## src/rtl/lcd_cmd_sequencer.sv

```systemverilog
// Character-LCD 4-bit command sequencer: passes the init FSM's pin drive through until
// init_done, sends the fixed configuration bytes, then serves client byte writes.
module lcd_cmd_sequencer #(
    parameter int T_SETUP = 2,
    parameter int T_PULSE = 12,
    parameter int T_HOLD  = 1,
    parameter int T_GAP   = 50,
    parameter int T_CMD   = 2000,
    parameter int T_CLEAR = 82000,
    parameter int CNT_W   = 17
) (
    input  logic       clk,
    input  logic       reset,
    input  logic       init_done,
    input  logic       I_LCD_E,
    input  logic [7:0] I_SF_D,
    input  logic       cmd_valid,
    input  logic       cmd_rs,
    input  logic [7:0] cmd_data,
    output logic       cmd_ready,
    output logic       cfg_done,
    output logic       busy,
    output logic       LCD_E,
    output logic       LCD_RS,
    output logic       LCD_RW,
    output logic [7:0] SF_D
);

    typedef enum logic [3:0] {
        PASS,
        CFG_LOAD,
        SETUP_HI,
        PULSE_HI,
        HOLD_HI,
        GAP,
        SETUP_LO,
        PULSE_LO,
        HOLD_LO,
        WAIT,
        IDLE
    } state_t;

    localparam logic [CNT_W-1:0] SETUP_LAST = CNT_W'(T_SETUP - 1);
    localparam logic [CNT_W-1:0] PULSE_LAST = CNT_W'(T_PULSE - 1);
    localparam logic [CNT_W-1:0] HOLD_LAST  = CNT_W'(T_HOLD - 1);
    localparam logic [CNT_W-1:0] GAP_LAST   = CNT_W'(T_GAP - 1);
    localparam logic [CNT_W-1:0] CMD_LAST   = CNT_W'(T_CMD - 1);
    localparam logic [CNT_W-1:0] CLEAR_LAST = CNT_W'(T_CLEAR - 1);

    state_t           state_q;
    state_t           state_d;
    logic [CNT_W-1:0] cnt_q;
    logic [1:0]       cfg_idx_q;
    logic             cfg_done_q;
    logic [7:0]       byte_q;
    logic             rs_q;

    logic             load_cfg;
    logic             load_cmd;
    logic             cfg_adv;
    logic             cfg_fin;
    logic [CNT_W-1:0] wait_last;
    logic [3:0]       nibble;

    function automatic logic [7:0] cfg_rom(input logic [1:0] idx);
        case (idx)
            2'd0:    return 8'h28;
            2'd1:    return 8'h06;
            2'd2:    return 8'h0C;
            default: return 8'h01;
        endcase
    endfunction

    // Clear Display (0x01) and Return Home (0x02/0x03) need the long execution wait.
    function automatic logic is_slow(input logic rs, input logic [7:0] b);
        return !rs && (b == 8'h01 || b == 8'h02 || b == 8'h03);
    endfunction

    assign wait_last = is_slow(rs_q, byte_q) ? CLEAR_LAST : CMD_LAST;

    always_ff @(posedge clk or negedge reset) begin
        if (!reset) begin
            state_q    <= PASS;
            cnt_q      <= '0;
            cfg_idx_q  <= 2'd0;
            cfg_done_q <= 1'b0;
        end else begin
            state_q <= state_d;
            if (state_d != state_q || state_q == PASS || state_q == IDLE)
                cnt_q <= '0;
            else
                cnt_q <= cnt_q + 1'b1;
            if (!init_done) begin
                cfg_idx_q  <= 2'd0;
                cfg_done_q <= 1'b0;
            end else begin
                if (cfg_adv)
                    cfg_idx_q <= cfg_idx_q + 2'd1;
                if (cfg_fin)
                    cfg_done_q <= 1'b1;
            end
        end
    end

    // The byte being shifted out carries no control meaning until loaded, so it is not reset.
    always_ff @(posedge clk) begin
        if (load_cfg) begin
            byte_q <= cfg_rom(cfg_idx_q);
            rs_q   <= 1'b0;
        end else if (load_cmd) begin
            byte_q <= cmd_data;
            rs_q   <= cmd_rs;
        end
    end

    always_comb begin
        state_d  = state_q;
        load_cfg = 1'b0;
        load_cmd = 1'b0;
        cfg_adv  = 1'b0;
        cfg_fin  = 1'b0;
        case (state_q)
            PASS: begin
                if (init_done)
                    state_d = CFG_LOAD;
            end
            CFG_LOAD: begin
                load_cfg = 1'b1;
                state_d  = SETUP_HI;
            end
            SETUP_HI: if (cnt_q == SETUP_LAST) state_d = PULSE_HI;
            PULSE_HI: if (cnt_q == PULSE_LAST) state_d = HOLD_HI;
            HOLD_HI:  if (cnt_q == HOLD_LAST)  state_d = GAP;
            GAP:      if (cnt_q == GAP_LAST)   state_d = SETUP_LO;
            SETUP_LO: if (cnt_q == SETUP_LAST) state_d = PULSE_LO;
            PULSE_LO: if (cnt_q == PULSE_LAST) state_d = HOLD_LO;
            HOLD_LO:  if (cnt_q == HOLD_LAST)  state_d = WAIT;
            WAIT: begin
                if (cnt_q == wait_last) begin
                    if (cfg_done_q) begin
                        state_d = IDLE;
                    end else if (cfg_idx_q == 2'd3) begin
                        cfg_fin = 1'b1;
                        state_d = IDLE;
                    end else begin
                        cfg_adv = 1'b1;
                        state_d = CFG_LOAD;
                    end
                end
            end
            IDLE: begin
                if (cmd_valid) begin
                    load_cmd = 1'b1;
                    state_d  = SETUP_HI;
                end
            end
            default: state_d = PASS;
        endcase
        // Losing init_done abandons whatever is in flight and hands the pins back.
        if (!init_done) begin
            state_d  = PASS;
            load_cmd = 1'b0;
            cfg_adv  = 1'b0;
            cfg_fin  = 1'b0;
        end
    end

    always_comb begin
        nibble = byte_q[3:0];
        if (state_q == SETUP_HI || state_q == PULSE_HI || state_q == HOLD_HI || state_q == GAP)
            nibble = byte_q[7:4];
    end

    always_comb begin
        cmd_ready = (state_q == IDLE);
        busy      = (state_q != IDLE);
        cfg_done  = cfg_done_q;
        LCD_RW    = 1'b0;
        LCD_E     = 1'b0;
        LCD_RS    = rs_q;
        SF_D      = {4'h0, nibble};
        case (state_q)
            PASS: begin
                LCD_E  = I_LCD_E;
                SF_D   = I_SF_D;
                LCD_RS = 1'b0;
            end
            PULSE_HI, PULSE_LO: LCD_E = 1'b1;
            default: LCD_E = 1'b0;
        endcase
    end

endmodule
```

## config.mk

```make
export PLATFORM = sky130hd
export DESIGN_NAME = lcd_cmd_sequencer
export DESIGN_NICKNAME = d
export VERILOG_FILES = /design/src/rtl/lcd_cmd_sequencer.sv
export SDC_FILE = /design/constraint.sdc
export NUM_CORES = 1
export LEC_CHECK = 0
export ABC_CLOCK_PERIOD_IN_PS = 4400
export CAP_MARGIN = 20
export CELL_PAD_IN_SITES_DETAIL_PLACEMENT = 0
export CELL_PAD_IN_SITES_GLOBAL_PLACEMENT = 1
export CORE_UTILIZATION = 28
export CTS_BUF_LIST = sky130_fd_sc_hd__clkbuf_2 sky130_fd_sc_hd__clkbuf_4 sky130_fd_sc_hd__clkbuf_8
export DETAILED_ROUTE_END_ITERATION = 8
export PLACE_DENSITY_LB_ADDON = 0.1
export SETUP_SLACK_MARGIN = 0.15
export SYNTH_ARGS = -nofsm -noshare
export SYNTH_HDL_FRONTEND = slang
export SYNTH_SLANG_ARGS = --single-unit
```

## constraint.sdc

```tcl
create_clock -name clk -period 4.4 [get_ports clk]
set_input_delay 0.88 -clock clk [delete_from_list [all_inputs] [get_ports clk]]
set_output_delay 0.88 -clock clk [all_outputs]
set_load 0.02 [all_outputs]
```

=== Word-level counts from Yosys, hierarchy flattened ===
Cells that the tools add are included.
W data, S select, Z words.

* Register bits after elaboration: 33
* Output and inout port bits: 14
* Word-level logic and storage cells: 86

* $add $sub $neg: 2
* Eq/ne operators: 24
* Mux-type cells: 40
* Reduce and logical (&&, ||, !) cells: 14

{| class="wikitable"
|+ Operators by type and width
! cell !! count
|-
| $mux W4 || 13
|-
| $pmux W4 S11 || 1
|-
| $mux W17 || 2
|-
| $mux W8 || 3
|-
| $pmux W6 S3 || 1
|-
| $add A17 B1 Y17 const B || 1
|-
| $eq A17 B1 Y1 const B || 1
|-
| $eq A17 B17 Y1 || 1
|-
| $eq A17 B4 Y1 const B || 1
|-
| $eq A17 B6 Y1 const B || 1
|-
| $logic_not A17 Y1 || 1
|-
| $mux W1 || 17
|-
| $eq A4 B3 Y1 const B || 4
|-
| $eq A8 B2 Y1 const B || 2
|-
| $eq A4 B4 Y1 const B || 3
|-
| $eq A4 B2 Y1 const B || 2
|-
| $eq A8 B1 Y1 const B || 1
|-
| $logic_or A1 B1 Y1 || 7
|-
| $eq A2 B2 Y1 const B || 2
|-
| $eq A4 B1 Y1 const B || 1
|-
| $logic_not A4 Y1 || 1
|-
| $mux W2 || 2
|-
| $ne A2 B1 Y1 const B || 2
|-
| $ne A4 B4 Y1 || 1
|-
| other kinds (9) || 9
|}

=== Logic depth before layout (Yosys ltp) ===
Gate-level depths: netlist of the first run.

* Word-level depth: 13
* Mapped depth: 9

=== Worst setup path before layout of the first run ===
OpenSTA, ideal clock, no wires.

* Kind: register to output
* Start point: register state_q[1]
* End point: output port SF_D[0]
* Arrival time: 1.831 ns
* Data required time: 3.520 ns
* Path slack: 1.689 ns
* Cell stages (with the launch flop): 7
* Path through: dfrtp_1 -> clkbuf_8 -> clkbuf_1 -> nand2_1 -> a21oi_1 -> mux2i_1 -> o21ai_0

* Longest elaborated chain between the ends: 6
* Elaborated cells on any way between the ends: 10
* Those cells by class: 4 x eq/ne; 2 x mux; 4 x reduce/logical

{| class="wikitable"
|+ RTL lines
! element !! RTL line !! source
|-
| from (decl) || 50 || <nowiki>state_t state_q;</nowiki>
|-
| from (signal assigned) || 88 || <nowiki>state_q <= state_d;</nowiki>
|-
| $eq A4 B2 Y1 || 170 || <nowiki>if (state_q == SETUP_HI || state_q == PULSE_HI || state_q == HOLD_HI || state_q == GAP)</nowiki>
|-
| $logic_or A1 B1 Y1 (3 in series) || 170 ||
|-
| $mux W4 || 170 ||
|-
| $mux W8 (*) || 182 || <nowiki>case (state_q)</nowiki>
|-
| to (decl) || 26 || <nowiki>output logic [7:0] SF_D</nowiki>
|}

Mark *: on every way between the ends. The rest lies on a longest branch, timed or not.

=== Worst setup path in the final report of the first run ===
* Start point: register state_q[1]
* End point: output port SF_D[3]

The elaborated chain is that of the path after synthesis.

==> metrics.txt, run 1 <==
# TYPE chip_impl_metric gauge
chip_impl_metric{name="worstPathMaxFanout",unit=""} 20
chip_impl_metric{name="numPortBuffers",unit=""} 34
chip_impl_metric{name="synthesis.yosys.warnings",unit=""} 0
chip_impl_metric{name="power_density",unit="nW/um^2"} 326
chip_impl_metric{name="yosys.cell_types.count",unit=""} 58
chip_impl_metric{name="gp_routability_congestion",unit=""} 0.720
chip_impl_info{name="cp-end-kind",value="output port"} 1
chip_impl_metric{name="final-max-slew-violation-count",unit=""} 0
chip_impl_metric{name="max_slew.worst_pin.slew",unit="ps"} 1100
chip_impl_metric{name="grt_pass1_vias",unit=""} 1817
chip_impl_metric{name="start_util",unit="%"} 28.9
chip_impl_metric{name="fin_setup_tns",unit="ps"} 0
chip_impl_metric{name="hold_violations",unit=""} 0
chip_impl_metric{name="async_reset_ff_share",unit="%"} 72.7
chip_impl_metric{name="cp.arrival",unit="ps"} 2560
chip_impl_metric{name="pre_cts_slack",unit="ps"} 1270
chip_impl_metric{name="remaining_drc_errors",unit=""} 0
chip_impl_metric{name="power_leakage",unit="nW"} 1.01
chip_impl_metric{name="post_drt_via_cell_ratio",unit=""} 5.04
chip_impl_metric{name="top_level_ports",unit=""} 36
chip_impl_info{name="ctsRootBufferMaster",value="clkbuf_8"} 1
chip_impl_metric{name="dieHeight",unit="um"} 94.1
chip_impl_metric{name="syn-num-nets",unit=""} 277
chip_impl_metric{name="synth_area",unit="um^2"} 2380
chip_impl_info{name="criticalPathCategory",value="register to output port"} 1
chip_impl_metric{name="setup_slack",unit="ps"} 961
chip_impl_metric{name="timing.critical_path.required",unit="ps"} 3520
chip_impl_metric{name="power.total",unit="mW"} 0.921
chip_impl_metric{name="synth_sequential_area_ratio",unit="%"} 36.2
chip_impl_info{name="critical_path.startpoint_type",value="register"} 1
chip_impl_metric{name="synth-edff-count",unit=""} 8
chip_impl_metric{name="post_synth.cell_area_avg",unit="um^2"} 9.58
chip_impl_metric{name="wl_per_cell",unit="um"} 15.7
chip_impl_metric{name="final.setup_skew",unit="ps"} 10.7
chip_impl_metric{name="largest_net_degree_at_the_start_of_global_routing",unit=""} 25
chip_impl_metric{name="final_min_period_over_clock_period",unit="%"} 78.2
chip_impl_info{name="ys.flop_type",value="dfrtp_1"} 1
chip_impl_metric{name="core.rowCount",unit=""} 33
chip_impl_metric{name="finalCriticalPeriod",unit="ps"} 3440
chip_impl_metric{name="antenna_found_initial",unit=""} 0
chip_impl_metric{name="timing.hold.worst_path_depth",unit=""} 2
chip_impl_metric{name="clk_transition_reported_paths",unit="ps"} 80
chip_impl_metric{name="number_of_search_and_repair_iterations_in_the_first_detailed_routing_pass",unit=""} 4
chip_impl_metric{name="die_area",unit="um^2"} 8860
chip_impl_metric{name="postRouteAntennaNets",unit=""} 0
chip_impl_info{name="tritoncts",value="yes"} 1
chip_impl_metric{name="die_width",unit="um"} 94.1
chip_impl_metric{name="area_growth",unit="%"} 19.0
chip_impl_metric{name="cts_num_sinks",unit=""} 33
chip_impl_metric{name="critical_path.max_stage_delay",unit="ps"} 750
chip_impl_metric{name="n_antenna_cell",unit=""} 0
chip_impl_metric{name="finalCoreUtilization",unit="%"} 34.4
chip_impl_info{name="worst_path_max_delay_cell",value="dfrtp_1"} 1
chip_impl_metric{name="max_slew_margin",unit="%"} 26.2
chip_impl_metric{name="detailroute.via_count",unit=""} 1932
chip_impl_metric{name="worst-r2r-cell-count",unit=""} 6
chip_impl_metric{name="placeableCoreArea",unit="um^2"} 8220
chip_impl_metric{name="max-cap-violations",unit=""} 0
chip_impl_metric{name="setup-violations-final",unit=""} 0
chip_impl_metric{name="grt_overflow_total",unit=""} 0
chip_impl_metric{name="cts_max_level",unit=""} 2
chip_impl_metric{name="post_cts_setup_buffer_count",unit=""} 0
chip_impl_metric{name="post_cts_resize_count",unit=""} 0
chip_impl_info{name="status",value="completed"} 1
chip_impl_metric{name="initialDrtViolationCount",unit=""} 98
chip_impl_metric{name="global_route.usage.total",unit="%"} 14.5
chip_impl_metric{name="hpwlAfterDp",unit="mm"} 4.22
chip_impl_info{name="min_path_type",value="register to register"} 1
chip_impl_metric{name="postSynthCellCount",unit=""} 248
chip_impl_metric{name="yosys_register_bits",unit=""} 33
chip_impl_metric{name="maxClockFrequency",unit="MHz"} 291
chip_impl_metric{name="cts-buffers-inserted",unit=""} 5
chip_impl_info{name="grt_setup_unrepaired",value="false"} 1
chip_impl_metric{name="vdd_ir_drop_max",unit="mV"} 0.147
chip_impl_metric{name="clk_latency",unit="ps"} 290
chip_impl_metric{name="postRouteWirelength",unit="mm"} 6.02
chip_impl_metric{name="clock_path_buffers",unit=""} 2
chip_impl_info{name="series_of_cell_instances_along_the_critical_path",value="nand2_1, a21oi_1, mux2i_1, o21ai_0, clkdlybuf4s50_1"} 1
chip_impl_metric{name="layout_net_count",unit=""} 306
chip_impl_metric{name="fraction_of_final_layout_cells_with_drive_strength_greater_than_1",unit="%"} 11.9
chip_impl_metric{name="hold_buffers",unit=""} 0
chip_impl_metric{name="grt_pass1_wl",unit="mm"} 9.74
## worst max-delay path, delay by kind of cell, from the launching register on
| kind | cells | cell delay [ps] |
|---|---|---|
| AOI/OAI and AO/OA | 2 | 630 |
| buffers and inverters | 1 | 630 |
| DFF | 1 | 750 |
| muxes | 1 | 140 |
| and+or+nand+nor | 1 | 120 |
## path summary, 6_finish.rpt
path	startpoint	endpoint	slack [ps]
min	rs_q$_SDFFE_PP0P_	rs_q$_SDFFE_PP0P_	560
min reg2reg	rs_q$_SDFFE_PP0P_	rs_q$_SDFFE_PP0P_	560
max reg2reg	cnt_q[7]$_DFF_PN0_	cnt_q[12]$_DFF_PN0_	1270
max	state_q[1]$_DFF_PN0_	SF_D[3]	960
min in group asynchronous	reset	cnt_q[3]$_DFF_PN0_	970
max in group asynchronous	reset	cnt_q[12]$_DFF_PN0_	3160
## placed cells by master (no fill, tap or decap), drive strengths merged, types with 2 or more instances in the layout
cell type and n:
nor2b 7, edfxtp 8, nor3 12, or3 2, o21ai 8, a21oi 6, o41ai 2, o2111ai 3
clkbuf 6, and2 5, nor2 19, clkdlybuf4s50 34, a31oi 3, mux2i 6, inv 11, ha 7
xnor2 12, nand4 4, or4 4, nor4 21, dfrtp 24, nand2b 2, nand3 9, nor3b 2
and3 3, o22ai 2, xor2 5, nand2 20, mux2 6, o211ai 4, buf 3, or2 2
## where the power goes
group | internal [mW] | switching (mW) | leakage (nW)
clock | 0.174 | 0.122 | 0.0563
combinational | 0.112 | 0.151 | 0.538
sequential | 0.336 | 0.0277 | 0.416
## sequential cells by signal, summed over array words and instances (netlist names)
| name | cells |
|---|---|
| byte_q | 8 |
| cfg_done | 1 |
| state_q | 4 |
| cnt_q | 17 |
| rs_q | 1 |
| cfg_idx_q | 2 |
## cell families after synthesis
group / share of synthesized area [%]
DFF: 36.2
adders and majority gates: 3.69
other: 0.158
muxes: 5.37
buffers and inverters: 8.43
AOI/OAI and AO/OA: 12.6
and+or+nand+nor: 27.3
xor gates and xnor gates: 6.27
## stage by stage
step	cells	area [um^2]	hold WS (ps)
finish	383	2830	555
global route	383	2830	599
CTS	383	2830	562
detailed placement	375	2720	547
global placement	375	2720	540
floorplan	248	2380	475
## area by class of cell
| cell class | instances | area [um^2] |
|---|---|---|
| fillers | 853 | 5390 |
| clock inverters | 2 | 33.8 |
| well taps | 105 | 131 |
| flip-flops and latches | 33 | 861 |
| clock buffers | 6 | 76.3 |
| repair buffers | 37 | 363 |
| inverters | 11 | 41.3 |
| multi-input cells | 189 | 1320 |
## synthesized netlist by cell type (2+ instances only)
| cell | instances | share of area, % |
|---|---|---|
| dfrtp_1 | 24 | 25 |
| nand2_1 | 20 | 3.2 |
| nor4_1 | 20 | 5.3 |
| nor2_1 | 18 | 2.8 |
| nor3_1 | 12 | 2.5 |
| xnor2_1 | 12 | 4.4 |
| inv_1 | 11 | 1.7 |
| nand3_1 | 9 | 1.9 |
| edfxtp_1 | 8 | 10 |
| o21ai_0 | 8 | 1.7 |
| ha_1 | 7 | 3.7 |
| nor2b_1 | 7 | 1.8 |
| a21oi_1 | 6 | 1.3 |
| mux2_2 | 6 | 2.8 |
| mux2i_1 | 6 | 2.5 |
| and2_1 | 5 | 1.3 |
| clkbuf_1 | 5 | 0.79 |
| xor2_1 | 5 | 1.8 |
| nand4_1 | 4 | 1.1 |
| and3_1 | 3 | 0.79 |
| clkbuf_8 | 3 | 1.7 |
| o211ai_1 | 3 | 0.95 |
| or4_4 | 3 | 1.4 |
| a31oi_1 | 2 | 0.53 |
| buf_2 | 2 | 0.42 |
| bufbuf_16 | 2 | 2.7 |
| nand2b_1 | 2 | 0.53 |
| nor3b_1 | 2 | 0.63 |
| o2111ai_1 | 2 | 0.74 |
| o22ai_1 | 2 | 0.53 |
| or3_2 | 2 | 0.63 |
## per-layer routing
layer  global-route usage, %  vias up  share of wire (%)
li1                        -      960                  -
met4                    5.00        0                1.3
met5                       0        -                  0
met3                    2.67        6                3.1
met2                    21.4       32                 45
met1                    20.9      934                 50
Power figures use the tool's default switching activity.
==> inputs of run 2 (changes only) <==
ABC_CLOCK_PERIOD_IN_PS = 3000   (was 4400)
clock period = 3 ns   (was 4.4 ns; I/O delays follow)
==> run 2 against run 1 <==
  * Final cell count increased by 2.9%
  * Total power up 39%
  * Combinational power is 64% higher
  * Register-to-register slack got worse by 990 ps
  * Clock skew shrank 3.3 ps
  * Sequential cell count unchanged
  * Largest power group unchanged
  * Highest routed layer unchanged
==> metrics.txt, run 2 (same netlist as run 1, synthesis figures left out) <==
# TYPE chip_impl_metric gauge
chip_impl_info{name="status",value="completed"} 1
chip_impl_info{name="crit_start",value="cnt_q[12]$_DFF_PN0_"} 1
chip_impl_metric{name="max-cap-violations",unit=""} 0
chip_impl_metric{name="max_ffs_per_register",unit=""} 17
chip_impl_info{name="criticalPathCategory",value="register to register"} 1
chip_impl_metric{name="final-max-slew-violation-count",unit=""} 0
chip_impl_info{name="worst_path_max_delay_cell",value="or4_4"} 1
chip_impl_metric{name="hpwlAfterDp",unit="mm"} 4.49
chip_impl_info{name="tritoncts",value="yes"} 1
chip_impl_metric{name="final-instance-count-excl-fill",unit=""} 394
chip_impl_info{name="series_of_cell_instances_along_the_critical_path",value="or4_4, or4_4, nor3_1, a21oi_1, o211ai_4, nor4_1"} 1
chip_impl_metric{name="post_cts_resize_count",unit=""} 1
chip_impl_metric{name="placedInstanceArea",unit="um^2"} 2800
chip_impl_metric{name="cts_max_level",unit=""} 2
chip_impl_metric{name="clock_path_buffers",unit=""} 2
chip_impl_metric{name="postRouteWirelength",unit="mm"} 6.09
chip_impl_info{name="ctsRootBufferMaster",value="clkbuf_8"} 1
chip_impl_metric{name="dieHeight",unit="um"} 94.1
chip_impl_metric{name="pre_cts_slack",unit="ps"} 198
chip_impl_metric{name="cts_num_sinks",unit=""} 33
chip_impl_metric{name="core.rowCount",unit=""} 33
chip_impl_metric{name="layout_net_count",unit=""} 317
chip_impl_metric{name="setup-violations-final",unit=""} 0
chip_impl_metric{name="postRouteAntennaNets",unit=""} 0
chip_impl_info{name="hold_path_startpoint",value="rs_q$_SDFFE_PP0P_"} 1
chip_impl_metric{name="die_area",unit="um^2"} 8860
chip_impl_info{name="min_path_type",value="register to register"} 1
chip_impl_info{name="most_common_library_cell_in_the_layout_ignoring_fill_and_taps",value="clkdlybuf4s50_1"} 1
chip_impl_metric{name="worstPathMaxFanout",unit=""} 17
chip_impl_metric{name="fraction_of_final_layout_cells_with_drive_strength_greater_than_1",unit="%"} 15.9
chip_impl_info{name="cp-end-kind",value="register"} 1
chip_impl_metric{name="remaining_drc_errors",unit=""} 0
chip_impl_metric{name="fin_setup_tns",unit="ps"} 0
chip_impl_metric{name="antenna_found_initial",unit=""} 0
chip_impl_metric{name="cp.arrival",unit="ps"} 2850
chip_impl_metric{name="maxClockFrequency",unit="MHz"} 367
chip_impl_metric{name="critical_path.max_stage_delay",unit="ps"} 590
chip_impl_metric{name="area_growth",unit="%"} 23.2
chip_impl_metric{name="final_min_period_over_clock_period",unit="%"} 90.7
chip_impl_metric{name="detailroute.via_count",unit=""} 1970
chip_impl_metric{name="initialDrtViolationCount",unit=""} 78
chip_impl_metric{name="grt_pass1_vias",unit=""} 1959
chip_impl_metric{name="post_drt_via_cell_ratio",unit=""} 5.00
chip_impl_metric{name="placed_cells_incl_taps",unit=""} 386
chip_impl_info{name="regMostFlops",value="cnt_q"} 1
chip_impl_metric{name="placeableCoreArea",unit="um^2"} 8220
chip_impl_info{name="layout_top_registers",value="cnt_q: 17 flops, byte_q: 8 flops, state_q: 4 flops"} 1
chip_impl_metric{name="final.setup_skew",unit="ps"} 7.33
chip_impl_metric{name="start_util",unit="%"} 28.9
chip_impl_metric{name="clk_transition_reported_paths",unit="ps"} 70
chip_impl_metric{name="finalCriticalPeriod",unit="ps"} 2720
chip_impl_metric{name="grt_overflow_total",unit=""} 0
chip_impl_metric{name="max_slew.worst_pin.slew",unit="ps"} 592
chip_impl_metric{name="worst_hold_slack_after_final_layout",unit="ps"} 556
chip_impl_info{name="r2r-start",value="cnt_q[12]$_DFF_PN0_"} 1
chip_impl_metric{name="timing.critical_path.required",unit="ps"} 3130
chip_impl_info{name="grt_setup_unrepaired",value="true"} 1
chip_impl_metric{name="hold_violations",unit=""} 0
chip_impl_metric{name="vdd_ir_drop_max",unit="mV"} 0.134
chip_impl_metric{name="clk_latency",unit="ps"} 280
chip_impl_metric{name="post_cts_setup_buffer_count",unit=""} 0
chip_impl_metric{name="number_of_search_and_repair_iterations_in_the_first_detailed_routing_pass",unit=""} 4
chip_impl_info{name="layout.cells.most_common_list",value="clkdlybuf4s50_1, dfrtp_1, nand2_1"} 1
chip_impl_metric{name="hold_buffers",unit=""} 0
chip_impl_metric{name="cts-buffers-inserted",unit=""} 5
chip_impl_metric{name="power_density",unit="nW/um^2"} 439
chip_impl_metric{name="wl_per_cell",unit="um"} 15.5
chip_impl_metric{name="postLayoutCellArea",unit="um^2"} 2930
chip_impl_metric{name="gp_routability_congestion",unit=""} 0.758
chip_impl_metric{name="power_leakage",unit="nW"} 1.10
chip_impl_metric{name="largest_net_degree_at_the_start_of_global_routing",unit=""} 25
chip_impl_metric{name="max_slew_margin",unit="%"} 60.3
chip_impl_metric{name="top_level_ports",unit=""} 36
chip_impl_metric{name="die_width",unit="um"} 94.1
chip_impl_metric{name="grt_pass1_wl",unit="mm"} 9.98
chip_impl_info{name="critical_path.startpoint_type",value="register"} 1
chip_impl_metric{name="setup_slack",unit="ps"} 278
chip_impl_metric{name="numPortBuffers",unit=""} 34
chip_impl_metric{name="global_route.usage.total",unit="%"} 14.8
chip_impl_metric{name="n_antenna_cell",unit=""} 0
chip_impl_info{name="cell_repeated_most_along_the_worst_path",value="or4_4"} 1
## run 2: cell types whose count changed in the layout (fill, tap and decap cells not counted), sizes merged
cell           change
buf               +11
clkdlybuf4s50      -3
dlymetal6s2s       +3
bufinv             -1
clkinv             +1
## run 2: routing by layer
layer | global-route usage (%) | wire length, um
met1 | 21.0 | 3090
met2 | 22.9 | 2820
met3 | 2.51 | 126
met4 | 3.97 | 57
met5 | 0 | 0
## run 2: worst max-delay path, delay by kind of cell, from the launching register on
family | cells | cell delay, ps
AND/OR/NAND/NOR | 4 | 1660
AO/OA/AOI/OAI | 2 | 470
flip-flops | 1 | 430
## run 2: report_power, final
| group | internal (mW) | switching [mW] |
|---|---|---|
| clock network | 0.170 | 0.168 |
| logic | 0.185 | 0.244 |
| registers | 0.492 | 0.0243 |
| total | 0.847 | 0.436 |
## run 2: cell type report
type | instances | area [um^2]
clock buffer | 6 | 76.3
clock inverter | 2 | 10.0
fill | 869 | 5290
inverter | 11 | 41.3
multi-input combinational | 189 | 1350
sequential | 33 | 861
tap | 105 | 131
timing repair buffer | 48 | 457
## run 2: through the flow
| step | power (mW) | util, % |
|---|---|---|
| 5_1_grt | 1.36 | 35.6 |
| 2_1_floorplan | 0.785 | - |
| 6_report | 1.28 | 35.6 |
| 3_3_place_gp | 0.948 | 34.1 |
| 4_1_cts | 1.29 | 35.2 |
| 3_5_place_dp | 0.942 | 34.1 |
## run 2: path summary, 6_finish.rpt
path                                             to  depth (start not counted)  slack (ps)
max in group asynchronous  cfg_idx_q[1]$_DFFE_PN0P_                          2        2050
hold / removal                    rs_q$_SDFFE_PP0P_                          2         560
min in group asynchronous        cnt_q[9]$_DFF_PN0_                          2         700
setup reg to reg                 cnt_q[4]$_DFF_PN0_                          6         280
hold reg to reg                   rs_q$_SDFFE_PP0P_                          2         560
setup / recovery                 cnt_q[4]$_DFF_PN0_                          6         280
